**src/rtl/reg_encoder_3x8_seq_pkg.sv**
```systemverilog
// rtl/reg_encoder_3x8_seq_pkg.sv - shared encodings for the registered 3-to-8 one-hot driver
package reg_encoder_3x8_seq_pkg;

  localparam int NUM_LINES = 8;
  localparam int IDX_W     = 3;

  typedef enum logic [1:0] {
    ST_IDLE = 2'd0,
    ST_HOLD = 2'd1,
    ST_DONE = 2'd2
  } state_e;

endpackage

```
**src/rtl/reg_encoder_3x8_seq_decoder_3x8.sv**
```systemverilog
// rtl/reg_encoder_3x8_seq_decoder_3x8.sv - combinational binary-to-one-hot line decoder
module decoder_3x8
  import reg_encoder_3x8_seq_pkg::*;
(
  input  logic [IDX_W-1:0]     index,
  input  logic                 en,
  output logic [NUM_LINES-1:0] onehot
);

  always_comb begin
    onehot = '0;
    if (en) begin
      onehot = NUM_LINES'(1) << index;
    end
  end

endmodule

```
**src/rtl/reg_encoder_3x8_seq.sv**
```systemverilog
// rtl/reg_encoder_3x8_seq.sv - loads a line index and drives its one-hot enable for a dwell time,
// optionally sweeping upward to line 7
module reg_encoder_3x8_seq
  import reg_encoder_3x8_seq_pkg::*;
#(
  parameter int DWELL_CYCLES = 4
) (
  input  logic                 clock,
  input  logic                 reset,
  input  logic                 enable,
  input  logic                 load,
  input  logic                 mode,
  input  logic [IDX_W-1:0]     data_in,
  output logic [NUM_LINES-1:0] data_out,
  output logic [IDX_W-1:0]     index_out,
  output logic                 busy,
  output logic                 done
);

  localparam int CNT_W = $clog2(DWELL_CYCLES) + 1;

  state_e               state_q, state_d;
  logic [CNT_W-1:0]     cnt_q, cnt_d;
  logic [IDX_W-1:0]     idx_q, idx_d;
  logic                 scan_q, scan_d;
  logic [NUM_LINES-1:0] data_out_q, onehot_d;
  logic [IDX_W-1:0]     index_out_q;
  logic                 busy_q, done_q;

  always_comb begin
    state_d = state_q;
    cnt_d   = cnt_q;
    idx_d   = idx_q;
    scan_d  = scan_q;
    if (enable) begin
      case (state_q)
        ST_IDLE: begin
          if (load) begin
            idx_d   = data_in;
            scan_d  = mode;
            cnt_d   = '0;
            state_d = ST_HOLD;
          end
        end
        ST_HOLD: begin
          if (cnt_q == CNT_W'(DWELL_CYCLES - 1)) begin
            cnt_d = '0;
            // Advance straight to the next line with no gap; scan stops at the top line.
            if (scan_q && (idx_q != IDX_W'(NUM_LINES - 1))) begin
              idx_d = idx_q + IDX_W'(1);
            end else begin
              state_d = ST_DONE;
            end
          end else begin
            cnt_d = cnt_q + CNT_W'(1);
          end
        end
        ST_DONE: state_d = ST_IDLE;
        default: state_d = ST_IDLE;
      endcase
    end
  end

  decoder_3x8 u_decoder (
    .index  (idx_d),
    .en     (state_d == ST_HOLD),
    .onehot (onehot_d)
  );

  always_ff @(posedge clock) begin
    if (reset) begin
      state_q     <= ST_IDLE;
      cnt_q       <= '0;
      idx_q       <= '0;
      scan_q      <= 1'b0;
      data_out_q  <= '0;
      index_out_q <= '0;
      busy_q      <= 1'b0;
      done_q      <= 1'b0;
    end else begin
      state_q     <= state_d;
      cnt_q       <= cnt_d;
      idx_q       <= idx_d;
      scan_q      <= scan_d;
      data_out_q  <= onehot_d;
      index_out_q <= idx_d;
      busy_q      <= (state_d != ST_IDLE);
      done_q      <= (state_d == ST_DONE);
    end
  end

  assign data_out  = data_out_q;
  assign index_out = index_out_q;
  assign busy      = busy_q;
  assign done      = done_q;

endmodule
```
**config.mk**
```make
export PLATFORM = sky130hd
export DESIGN_NAME = reg_encoder_3x8_seq
export DESIGN_NICKNAME = d
export VERILOG_FILES = /design/src/rtl/reg_encoder_3x8_seq_pkg.sv /design/src/rtl/reg_encoder_3x8_seq_decoder_3x8.sv /design/src/rtl/reg_encoder_3x8_seq.sv
export SDC_FILE = /design/constraint.sdc
export NUM_CORES = 1
export LEC_CHECK = 0
export BUFFER_PORTS_ARGS = -buffer_cell sky130_fd_sc_hd__buf_2
export CORE_ASPECT_RATIO = 1.4
export CORE_UTILIZATION = 45
export CTS_BUF_LIST = sky130_fd_sc_hd__clkbuf_8 sky130_fd_sc_hd__clkbuf_16
export DETAILED_ROUTE_END_ITERATION = 6
export GPL_TIMING_DRIVEN = 0
export PLACE_DENSITY = 0.78
export RECOVER_POWER = 100
export SLEW_MARGIN = 25
export SYNTH_ARGS = -nofsm -noshare
export SYNTH_HDL_FRONTEND = slang
export SYNTH_SLANG_ARGS = --single-unit
```
**constraint.sdc**
```tcl
create_clock -name clock -period 4.8 [get_ports clock]
set_input_delay 0.48 -clock clock [delete_from_list [all_inputs] [get_ports clock]]
set_output_delay 0.48 -clock clock [all_outputs]
set_load 0.01 [all_outputs]
```
# [Yosys cells after proc, flatten, opt, wreduce, memory -nomap -nowiden]
# Index checks and enable logic that the tools add are counted.
# W data, S select, Z words.
[totals] latchBits=0 mem_count=0 regBits=19 ram_bits=0 rom_bits=0 output_inout_bits=13 word_cells=37
[classes] n_lt_le_gt_ge=0 n_mul=0 eq_ne=6 bitwise=1 n_reduce_logical=7 shift=1 n_div=0 addsub=2 mux=13
[op_table] cell="$mux W3" n=6
[op_table] cell="$pmux W3 S2" n=2
[op_table] cell="$mux W2" n=4
[op_table] cell="$shl A1 B3 Y8 const A" n=1
[op_table] cell="$add A3 B1 Y3 const B" n=2
[op_table] cell="$reduce_and A3 Y1" n=2
[op_table] cell="$eq A2 B1 Y1 const B" n=2
[op_table] cell="$pmux W2 S2" n=1
[op_table] cell="$reduce_bool A2 Y1" n=2
[op_table] cell="$eq A3 B2 Y1 const B" n=1
[op_table] cell="$ne A3 B3 Y1 const B" n=1
[op_table] cell="$eq A2 B2 Y1 const B" n=1
[op_table] cell="$logic_not A2 Y1" n=1
[op_table] cell="$ne A2 B2 Y1 const B" n=1
[op_table] cell="$reduce_or A2 Y1" n=1
[op_table] cell="$logic_and A1 B1 Y1" n=1
[op_table] cell="$not A1 Y1" n=1

# [Logic depth before layout (Yosys ltp)]
# Gate-level depths: netlist (run 1).
[depth] depth_word=9 ltp_mapped=6 ltp_nobuf=6

# [Cells and area by module]
# Synthesis (run 1) repeated with hierarchy kept, for this count alone.
[hier_totals] cells_unflattened=100 area_unflattened_um2=962.2
[by_module_without_submodules] module="reg_encoder_3x8_seq" area_each_um2=867.1 n_inst=1 seq_area_each_um2=380.4 cells_each=92
[by_module_without_submodules] module="decoder_3x8" area_each_um2=95.1 n_inst=1 seq_area_each_um2=0.0 cells_each=8

# [Worst setup path before layout (run 1)]
# No wires, ideal clock.
[synth_timing] kind="flip-flop to flip-flop" start="register, netlist name index_out[0]" end="register data_out_q[1] (netlist: data_out[1])" path_stages_with_launch=7 path_slack_ns=2.912 required_time_ns=4.708 t_arrival_ns=1.796 setup_time_ns=0.092 path_buffers=0 cell_sequence="dfxtp_1 > ha_1 > ha_1 > and4bb_4 > mux2_2 > and3_1 > nor4_1"
[synth_rtl] item="end signal, assigned" line="reg_encoder_3x8_seq.sv:85" rtl="data_out_q <= onehot_d;"
[synth_rtl] item="end, declared" line="reg_encoder_3x8_seq.sv:26" rtl="logic [NUM_LINES-1:0] data_out_q, onehot_d;"

==> metrics.md, run 1 <==
| Metric | Value |
|---|---|
| Status | finished clean |
| Min Tclk post-route | 2.057 ns |
| CP arrival | 2.21 ns |
| Final cell count without fillers | 132 |
| Layout cells sized above 1 | 0.1071 |
| Vias | 737 |
| Hold endpoint | cnt_q[2] |
| FF-to-FF Start | index_out[0] |
| Worst slack, placed | 2.803 ns |
| Post-Syn Nets | 100 |
| Antenna diodes | 0 |
| Die area | 0.002062 mm² |
| Total Routing Usage GR | 0.1879 |
| Kind of critical path | register to register |
| # fillers | 177 |
| Clock Tree Root | clkbuf_8 |
| Element type at the critical path start | register |
| R2R setup slack | 2.74 ns |
| Syn. warnings | 0 |
| Vias in the first global route | 676 |
| Setup TNS | 0 ns |
| Final wirelength | 1.672 mm |
| Worst-Margin Slew | 0.5109 ns |
| Max IR drop VDD | 0.0002318 V |
| Total CTS buffers | 3 |
| Area grow syn2layout | 15.66% |
| Hold crit path type | primary input to register |
| CTS tree | yes |
| RSZ-0062 raised after global routing | false |
| CTS max path bufs | 2 |
| Average wire per standard cell | 12.67 µm |
| Post-route DRC | 0 |
| Top-area cell type share of the netlist area | 0.4490 |
| Cell Pwr Density | 310.9 mW/mm² |
| Crit share post-route | 0.4285 |
| Largest net degree at the start of global routing | 11 |
| Count of final hold-check violations | 0 |
| Placed Cells | 128 |
| First-pass GRT wire length | 2.739 mm |
| Skew-Pair Late Insertion Delay | 0.25 ns |
| Number of iterations in the first detailed-routing pass | 5 |
| Core region area | 0.001757 mm² |
| Initial antenna violation count | 0 |
| Clk slew on worst S/H paths | 0.07 ns |
| Max Fclk | 486.2 MHz |
| PortBufs | 19 |
| HPWL Detailed | 1.256 mm |
| Final Net Count | 124 |
| Synth cell types | 32 |
| Synth Area per Inst | 9.518 µm² |
| Die H | 53.34 µm |
| Clock Sinks | 19 |
| DRT antenna net count | 0 |
| Initial Util | 0.4822 |
| Via density | 5.583 |
| Area of the multi-input gates | 431.7 µm² |
| GP Congestion | 0.8252 |
| Initial DRC count | 9 |
| Gate Count Post-Synth | 89 |
| WHS | 0.4222 ns |
| Final-report max-slew violation count | 0 |
| Hold_sp | reset |
| Synth top area cells | dfxtp_1, nor4_1, ha_1, nand2_1, a21oi_1 |
| FF/Latch Area | 380.4 µm² |
| #FFs+latches synth | 19 |
| Register area share after synthesis | 0.4490 |
| Clk_skew | 0.001290 ns |
| Reg2reg end | data_out[2] |
| Number of max-cap violations | 0 |
| I/O Pins | 21 |
| Worst setup margin | 2.743 ns |
| # Post-CTS Setup Buffers | 0 |
| FF-to-FF path depth | 6 |
| Htree depth | 1 |
| CTS resizes | 0 |
| Post-CTS Hold Fix Bufs | 0 |
| Setup crit end kind | register |
| Worst hold stages | 2 |
| Remaining Overflow, GRT | 0 |
| Headroom to the max-slew limit | 0.6558 |
| Final setup viols | 0 |
| Leak Pwr | 0.3827 nW |
| Placement Rows | 18 |
| WP data required | 4.96 ns |
| CP max FO | 5 |
| Cell area after synthesis | 847.1 µm² |
| Die W | 38.67 µm |
| Synth area leader | dfxtp_1 |
==> worst max-delay path, stage by stage, from the launching register on <==
cell and delay, ns:
dfxtp_1 0.34, ha_1 0.21, ha_1 0.18, and4bb_1 0.36, mux2_1 0.37, and3_1 0.21, nor4_1 0.29
==> cell usage in the layout, fill, tap and decap left out, types with 2 or more instances in the layout <==
cell type and count:
nand2b_1 2, mux2i_1 2, o21ai_0 4, buf_2 6, and3_1 3, nor4_1 8
dfxtp_1 19, inv_1 2, nor2_1 8, clkbuf_1 15, nand2_1 9, clkbuf_8 3
ha_1 3, and4bb_1 2, a21oi_1 6, nand3_1 2, nand4b_1 3
==> metal layers <==
layer | vias up | track usage | part of all wire
li1 | 376 | - | -
met1 | 342 | 0.2274 | 0.46
met2 | 19 | 0.3194 | 0.51
met3 | 0 | 0.02941 | 0.035
met4 | 0 | 0.07471 | 0
met5 | - | 0 | 0
==> cells in the mapped netlist <==
cell type   n
dfxtp_1    19
nand2_1     9
nor2_1      8
nor4_1      8
a21oi_1     6
o21ai_0     4
ha_1        3
nand4b_1    3
and3_1      2
mux2_2      2
mux2i_1     2
nand2b_1    2
nand3_1     2
a211o_1     1
a2bb2oi_1   1
and2b_1     1
and3_4      1
and4bb_2    1
and4bb_4    1
buf_4       1
buf_6       1
clkbuf_1    1
inv_1       1
nand4bb_1   1
nor2b_1     1
nor3b_1     1
o211a_1     1
o211ai_1    1
or2_1       1
or2_2       1
or2b_1      1
or4_1       1
==> logic make-up after synthesis <==
kind of cell | after synthesis | share of synthesized area
and+or+nand+nor | 45 | 0.3250
DFF | 19 | 0.4490
AOI/OAI and AO/OA | 14 | 0.1005
buffers and inverters | 4 | 0.03101
muxes | 4 | 0.05022
adders and majority gates | 3 | 0.04432
==> sequential cells by signal (all words and copies together) (netlist names) <==
register / count
busy: 1
cnt_q: 3
data_out: 8
done: 1
index_out: 3
scan_q: 1
state_q: 2
==> layout make-up <==
cell class / count / area share
buffer: 3 / 0.01533
clock buffer: 3 / 0.04215
clock inverter: 1 / 0.003831
inverter: 1 / 0.003831
multi-input combinational: 66 / 0.4406
sequential: 19 / 0.3883
tap: 20 / 0.02554
timing repair buffer: 19 / 0.08046
==> through the flow <==
stage | utilization | total power [mW] | instance area [µm²]
after global placement | 0.5506 | 0.2031 | 967.2
after detailed placement | 0.5506 | 0.2039 | 967.2
after floorplan | - | 0.1923 | 847.1
final | 0.5577 | 0.3046 | 979.7
after CTS | 0.5762 | 0.3113 | 1012
after global routing | 0.5577 | 0.3207 | 979.7
==> report_power, final <==
group,internal (mW),leakage (nW),switching (mW)
logic,0.0123,0.202,0.0209
clock network,0.0568,0.0269,0.0496
registers,0.162,0.154,0.00292
==> worst max-delay path by stage <==
stage	from	slack [ns]	cells past startpoint	endpoint
finish	index_out[0]	2.74	6	data_out[2]
global route	index_out[0]	2.64	6	data_out[2]
CTS	index_out[0]	2.78	6	data_out[5]
detailed placement	index_out[0]	2.80	6	data_out[5]
global placement	index_out[0]	2.80	6	data_out[7]
floorplan	index_out[0]	2.91	6	data_out[1]
(Power assumes the default switching activity.)
==> run 2: changes to the inputs <==
Clock period 4.8 ns to 2.1 ns, I/O delays scaled along.
==> metrics.md, run 2 (synthesized netlist as in run 1, its figures left out) <==
| Metric | Value |
|---|---|
| Clk_skew | 0.003304 ns (+0.002014 ns) |
| Total Routing Usage GR | 0.1879 (unchanged) |
| PortBufs | 19 (unchanged) |
| Kind of critical path | register to register |
| Clock Tree Root | clkbuf_8 |
| Max IR drop VDD | 0.0005261 V (+130%) |
| Die W | 38.67 µm (unchanged) |
| Average wire per standard cell | 12.56 µm (-0.84%) |
| Htree depth | 1 (unchanged) |
| Post-route DRC | 0 (unchanged) |
| Placement Rows | 18 (unchanged) |
| Status | finished clean |
| CTS resizes | 0 (unchanged) |
| Vias in the first global route | 676 (unchanged) |
| PnR Total Power | 0.6995 mW (+130%) |
| Number of iterations in the first detailed-routing pass | 4 (-1) |
| Worst setup margin | 0.09757 ns (-2.645 ns) |
| Initial DRC count | 8 (-1) |
| Via density | 5.591 (+0.14%) |
| Final Net Count | 124 (unchanged) |
| Number of max-cap violations | 0 (unchanged) |
| CTS max path bufs | 2 (unchanged) |
| Die area | 0.002062 mm² (unchanged) |
| Most frequent cells in the layout | dfxtp_1, clkbuf_1, nand2_1 |
| RSZ-0062 raised after global routing | true |
| Element type at the critical path start | register |
| Hold crit path type | primary input to register |
| Min Tclk post-route | 2.002 ns (-0.05452 ns) |
| Setup crit end kind | register |
| Post-CTS Hold Fix Bufs | 0 (unchanged) |
| Clock Sinks | 19 (unchanged) |
| Count of final hold-check violations | 0 (unchanged) |
| Crit share post-route | 0.9535 (+0.5250) |
| # Post-CTS Setup Buffers | 0 (unchanged) |
| Placed Cells | 128 (unchanged) |
| Vias | 738 (+0.14%) |
| Skew-Pair Late Insertion Delay | 0.25 ns (about the same) |
| Total CTS buffers | 3 (unchanged) |
| Antenna diodes | 0 (unchanged) |
| Worst-Margin Slew | 0.5114 ns (+0.0005499 ns) |
| I/O Pins | 21 (unchanged) |
| Final setup viols | 0 (unchanged) |
| Clk slew on worst S/H paths | 0.07 ns (about the same) |
| Area grow syn2layout | 17.73% |
| Final-report max-slew violation count | 0 (unchanged) |
| Initial Util | 0.4822 (unchanged) |
| HPWL Detailed | 1.256 mm (unchanged) |
| GP Congestion | 0.8252 (unchanged) |
| WP data required | 2.26 ns (-2.70 ns) |
| Worst slack, placed | 0.1030 ns (-2.700 ns) |
| Die H | 53.34 µm (unchanged) |
| Max reg flops | 8 (unchanged) |
| Initial antenna violation count | 0 (unchanged) |
| Leak Pwr | 0.3920 nW (+2.4%) |
| Final wirelength | 1.658 mm (-0.84%) |
| Core region area | 0.001757 mm² (unchanged) |
| Largest net degree at the start of global routing | 11 (unchanged) |
| Layout cells sized above 1 | 0.1518 (+0.04464) |
| CTS tree | yes |
| DRT antenna net count | 0 (unchanged) |
| Cell Pwr Density | 701.5 mW/mm² (+130%) |
| Remaining Overflow, GRT | 0 (unchanged) |
| Final cell count without fillers | 132 (unchanged) |
| Headroom to the max-slew limit | 0.6554 (about the same) |
| CP arrival | 2.16 ns (-0.05 ns) |
| First-pass GRT wire length | 2.739 mm (unchanged) |
| CP max FO | 5 (unchanged) |
| Max Fclk | 499.4 MHz (+2.7%) |
| Most common cell after layout, fill and taps aside | dfxtp_1 |
-- run 2: worst max-delay path, cell delays in order, from the launching register on --
cell,delay [ns]
dfxtp_1,0.34
ha_1,0.21
ha_1,0.18
and4bb_4,0.36
mux2_2,0.35
and3_1,0.20
nor4_1,0.27
-- run 2: final timing paths --
check                           cells past startpoint          end    startpoint  slack, ns
worst max-delay path                                6  data_out[5]  index_out[0]        0.1
worst min register to register                      2     cnt_q[1]      cnt_q[1]       0.46
worst max register to register                      6  data_out[5]  index_out[0]        0.1
worst min-delay path                                2     cnt_q[2]         reset       0.15
-- run 2: layout make-up --
class	instances	area, µm²
Buffer	3	22.52
Multi-Input combinational cell	66	440.4
Timing Repair Buffer	19	80.08
Tap cell	20	25.02
Sequential cell	19	380.4
Fill cell	174	759.5
Inverter	1	3.754
Clock inverter	1	3.754
Clock buffer	3	41.29
-- run 2: power by group --
| group | internal [mW] | switching (mW) |
|---|---|---|
| registers | 0.370 | 0.00697 |
| logic | 0.0315 | 0.0477 |
| clock network | 0.130 | 0.113 |
| total | 0.532 | 0.168 |
-- run 2: metrics by stage --
step / util / setup TNS (ns) / hold slack [ns] / instance area [µm²]
after floorplan: - / 0 / 0.2861 / 847.1
after global placement: 0.5506 / 0 / 0.4183 / 967.2
after detailed placement: 0.5506 / 0 / 0.4175 / 967.2
after CTS: 0.5762 / 0 / 0.1451 / 1012
after global routing: 0.5677 / -0.003135 / 0.1597 / 997.2
final: 0.5677 / 0 / 0.1496 / 997.2
-- run 2: per-layer routing --
| layer | vias up | part of all wire | track usage |
|---|---|---|---|
| met2 | 19 | 0.51 | 0.3194 |
| met5 | - | 0 | 0 |
| met1 | 342 | 0.46 | 0.2274 |
| met4 | 0 | 0 | 0.07471 |
| met3 | 0 | 0.037 | 0.02941 |
| li1 | 377 | - | - |
==> run 3: changes to the inputs <==
Clock period 2.1 ns to 1.9 ns, I/O delays scaled along.
==> metrics.md, run 3 (synthesized netlist as in run 1, its figures left out) <==
| Metric | Value |
|---|---|
| HPWL Detailed | 1.256 mm (unchanged) |
| Placement Rows | 18 (unchanged) |
| RSZ-0062 raised after global routing | true |
| Status | complete, but fails checks |
| Vias in the first global route | 693 (+2.5%) |
| Max Fclk | 519.5 MHz (+4.0%) |
| Delay-heaviest family, CP | simple AND/OR/NAND/NOR gates |
| Initial antenna violation count | 0 (unchanged) |
| GP Congestion | 0.8252 (unchanged) |
| First-pass GRT wire length | 2.953 mm (+7.8%) |
| Leak Pwr | 0.4185 nW (+6.7%) |
| Setup TNS | -0.02507 ns (-0.02507 ns) |
| # fillers | 160 (-8.0%) |
| Hold crit path type | primary input to register |
| Worst setup margin | -0.02507 ns (-0.1226 ns) |
| Worst slack, placed | -0.09697 ns (-0.2000 ns) |
| Final wirelength | 1.951 mm (+18%) |
| Antenna diodes | 0 (unchanged) |
| Setup crit end kind | register |
| Final Util | 0.6147 (+0.04701) |
| Min Tclk post-route | 1.925 ns (-0.07736 ns) |
| Cell Pwr Density | 737.9 mW/mm² (+5.2%) |
| Crit share post-route | 1.013 (+0.05965) |
| Post-route DRC | 0 (unchanged) |
| Reg2reg end | data_out[0] |
| Worst-Margin Slew | 0.5041 ns (-0.007325 ns) |
| Clock Tree Root | clkbuf_8 |
| Count of final hold-check violations | 0 (unchanged) |
| CTS max path bufs | 2 (unchanged) |
| Vias | 760 (+3.0%) |
| Max reg flops | 8 (unchanged) |
| Initial Util | 0.4822 (unchanged) |
| Most frequent cells in the layout | dfxtp_1, clkbuf_1, nand2_1 |
| Total CTS buffers | 3 (unchanged) |
| R2R setup slack | -0.03 ns (-0.12 ns) |
| CP max FO | 4 (-1) |
| Remaining Overflow, GRT | 0 (unchanged) |
| Critical Path Start | index_out[1] |
| CP peak stage delay | 0.37 ns (about the same) |
| Die H | 53.34 µm (unchanged) |
| Clock Sinks | 19 (unchanged) |
| Core region area | 0.001757 mm² (unchanged) |
| Kind of critical path | register to register |
| Final-report max-slew violation count | 0 (unchanged) |
| Post-CTS Hold Fix Bufs | 0 (unchanged) |
| Average wire per standard cell | 14.45 µm (+15%) |
| Hold_sp | reset |
| Number of iterations in the first detailed-routing pass | 4 (unchanged) |
| PortBufs | 19 (unchanged) |
| Final Net Count | 127 (+2.4%) |
| Final setup viols | 1 (+1) |
| Clk_skew | 0.002018 ns (-0.001286 ns) |
| I/O Pins | 21 (unchanged) |
| Skew-Pair Late Insertion Delay | 0.25 ns (about the same) |
| Element type at the critical path start | register |
| Failing checks | negative setup slack |
| Htree depth | 1 (unchanged) |
| Headroom to the max-slew limit | 0.6604 (+0.004935) |
| Total Routing Usage GR | 0.2013 (+0.01348) |
| Slowest cell on the critical path | and4bb_4 |
| DRT antenna net count | 0 (unchanged) |
| Area grow syn2layout | 27.47% |
| Number of max-cap violations | 0 (unchanged) |
| WP data required | 2.06 ns (-0.20 ns) |
| Max IR drop VDD | 0.0005995 V (+14%) |
| CP cell instances | ha_4 -> ha_2 -> and4bb_4 -> mux2i_2 -> o211ai_1 -> nor4_1 |
| Layout cells sized above 1 | 0.2783 (+0.1265) |
| CTS tree | yes |
| FF-to-FF path depth | 6 (unchanged) |
| Via density | 5.630 (+0.69%) |
| Most common cell after layout, fill and taps aside | dfxtp_1 |
| Die area | 0.002062 mm² (unchanged) |
| Initial DRC count | 21 (+13) |
| Critical path depth | 6 (unchanged) |
| CP arrival | 2.09 ns (-0.07 ns) |
| Largest net degree at the start of global routing | 11 (unchanged) |
| Die W | 38.67 µm (unchanged) |
| FF-to-FF Start | index_out[1] |
| CP endpoint | data_out[0] |
| Buf+Inv Stages, Crit Path | 0 (unchanged) |
| Clk slew on worst S/H paths | 0.07 ns (about the same) |
[run 3: cell types whose count changed in the layout (fill, tap and decap cells not counted), moves of 2 or more]
cell     delta
ha_1        -2
mux2_4      +2
mux2_2      -2
nor4_2      +4
buf_4       +3
dfxtp_2     +2
dfxtp_1     -2
nor4_1      -4
[run 3: worst min-delay path by stage]
| stage | end | depth (start not counted) |
|---|---|---|
| 6_report | cnt_q[2] | 2 |
| 5_1_grt | cnt_q[2] | 2 |
| 4_1_cts | cnt_q[2] | 2 |
| 3_5_place_dp | cnt_q[2] | 2 |
| 3_3_place_gp | cnt_q[2] | 2 |
| 2_1_floorplan | cnt_q[2] | 1 |
[run 3: stage by stage]
step	instance area [µm²]	total power, mW	hold slack, ns	std cells
2_1_floorplan	847.1	0.4859	0.2661	89
6_report	1080	0.7967	0.1308	135
3_3_place_gp	967.2	0.5130	0.3983	128
5_1_grt	1080	0.8340	0.1397	135
3_5_place_dp	967.2	0.5151	0.3975	128
4_1_cts	1054	0.7946	0.1251	133
[run 3: timing repair]
action | CTS | global route
pin swaps | 5 | 5
setup buffers | 1 | 2
resized for setup | 9 | 5
endpoints found under the setup margin | 6 | 7
[run 3: per-layer routing]
| metal | vias to the layer above | GRT usage | wire length [µm] |
|---|---|---|---|
| met5 | - | 0 | 0 |
| met2 | 23 | 0.3361 | 1012 |
| met3 | 4 | 0.02941 | 71 |
| met4 | 0 | 0.07471 | 19 |
| li1 | 379 | - | - |
| met1 | 354 | 0.2532 | 848 |
[run 3: area by class of cell]
cell class,count,area [µm²],area share
tap,20,25.02,0.02317
sequential,19,382.9,0.3546
clock buffer,3,41.29,0.03824
inverter,1,3.754,0.003476
buffer,3,22.52,0.02086
timing repair buffer,22,103.9,0.09618
multi-input combinational,66,496.7,0.4600
clock inverter,1,3.754,0.003476
[run 3: where the power goes]
part | switching, mW | internal [mW] | total (mW) | leakage (nW)
clock | 0.129 | 0.144 | 0.273 | 0.0269
combinational | 0.0620 | 0.0434 | 0.105 | 0.237
sequential | 0.00854 | 0.410 | 0.418 | 0.155
total | 0.200 | 0.597 | 0.797 | 0.418
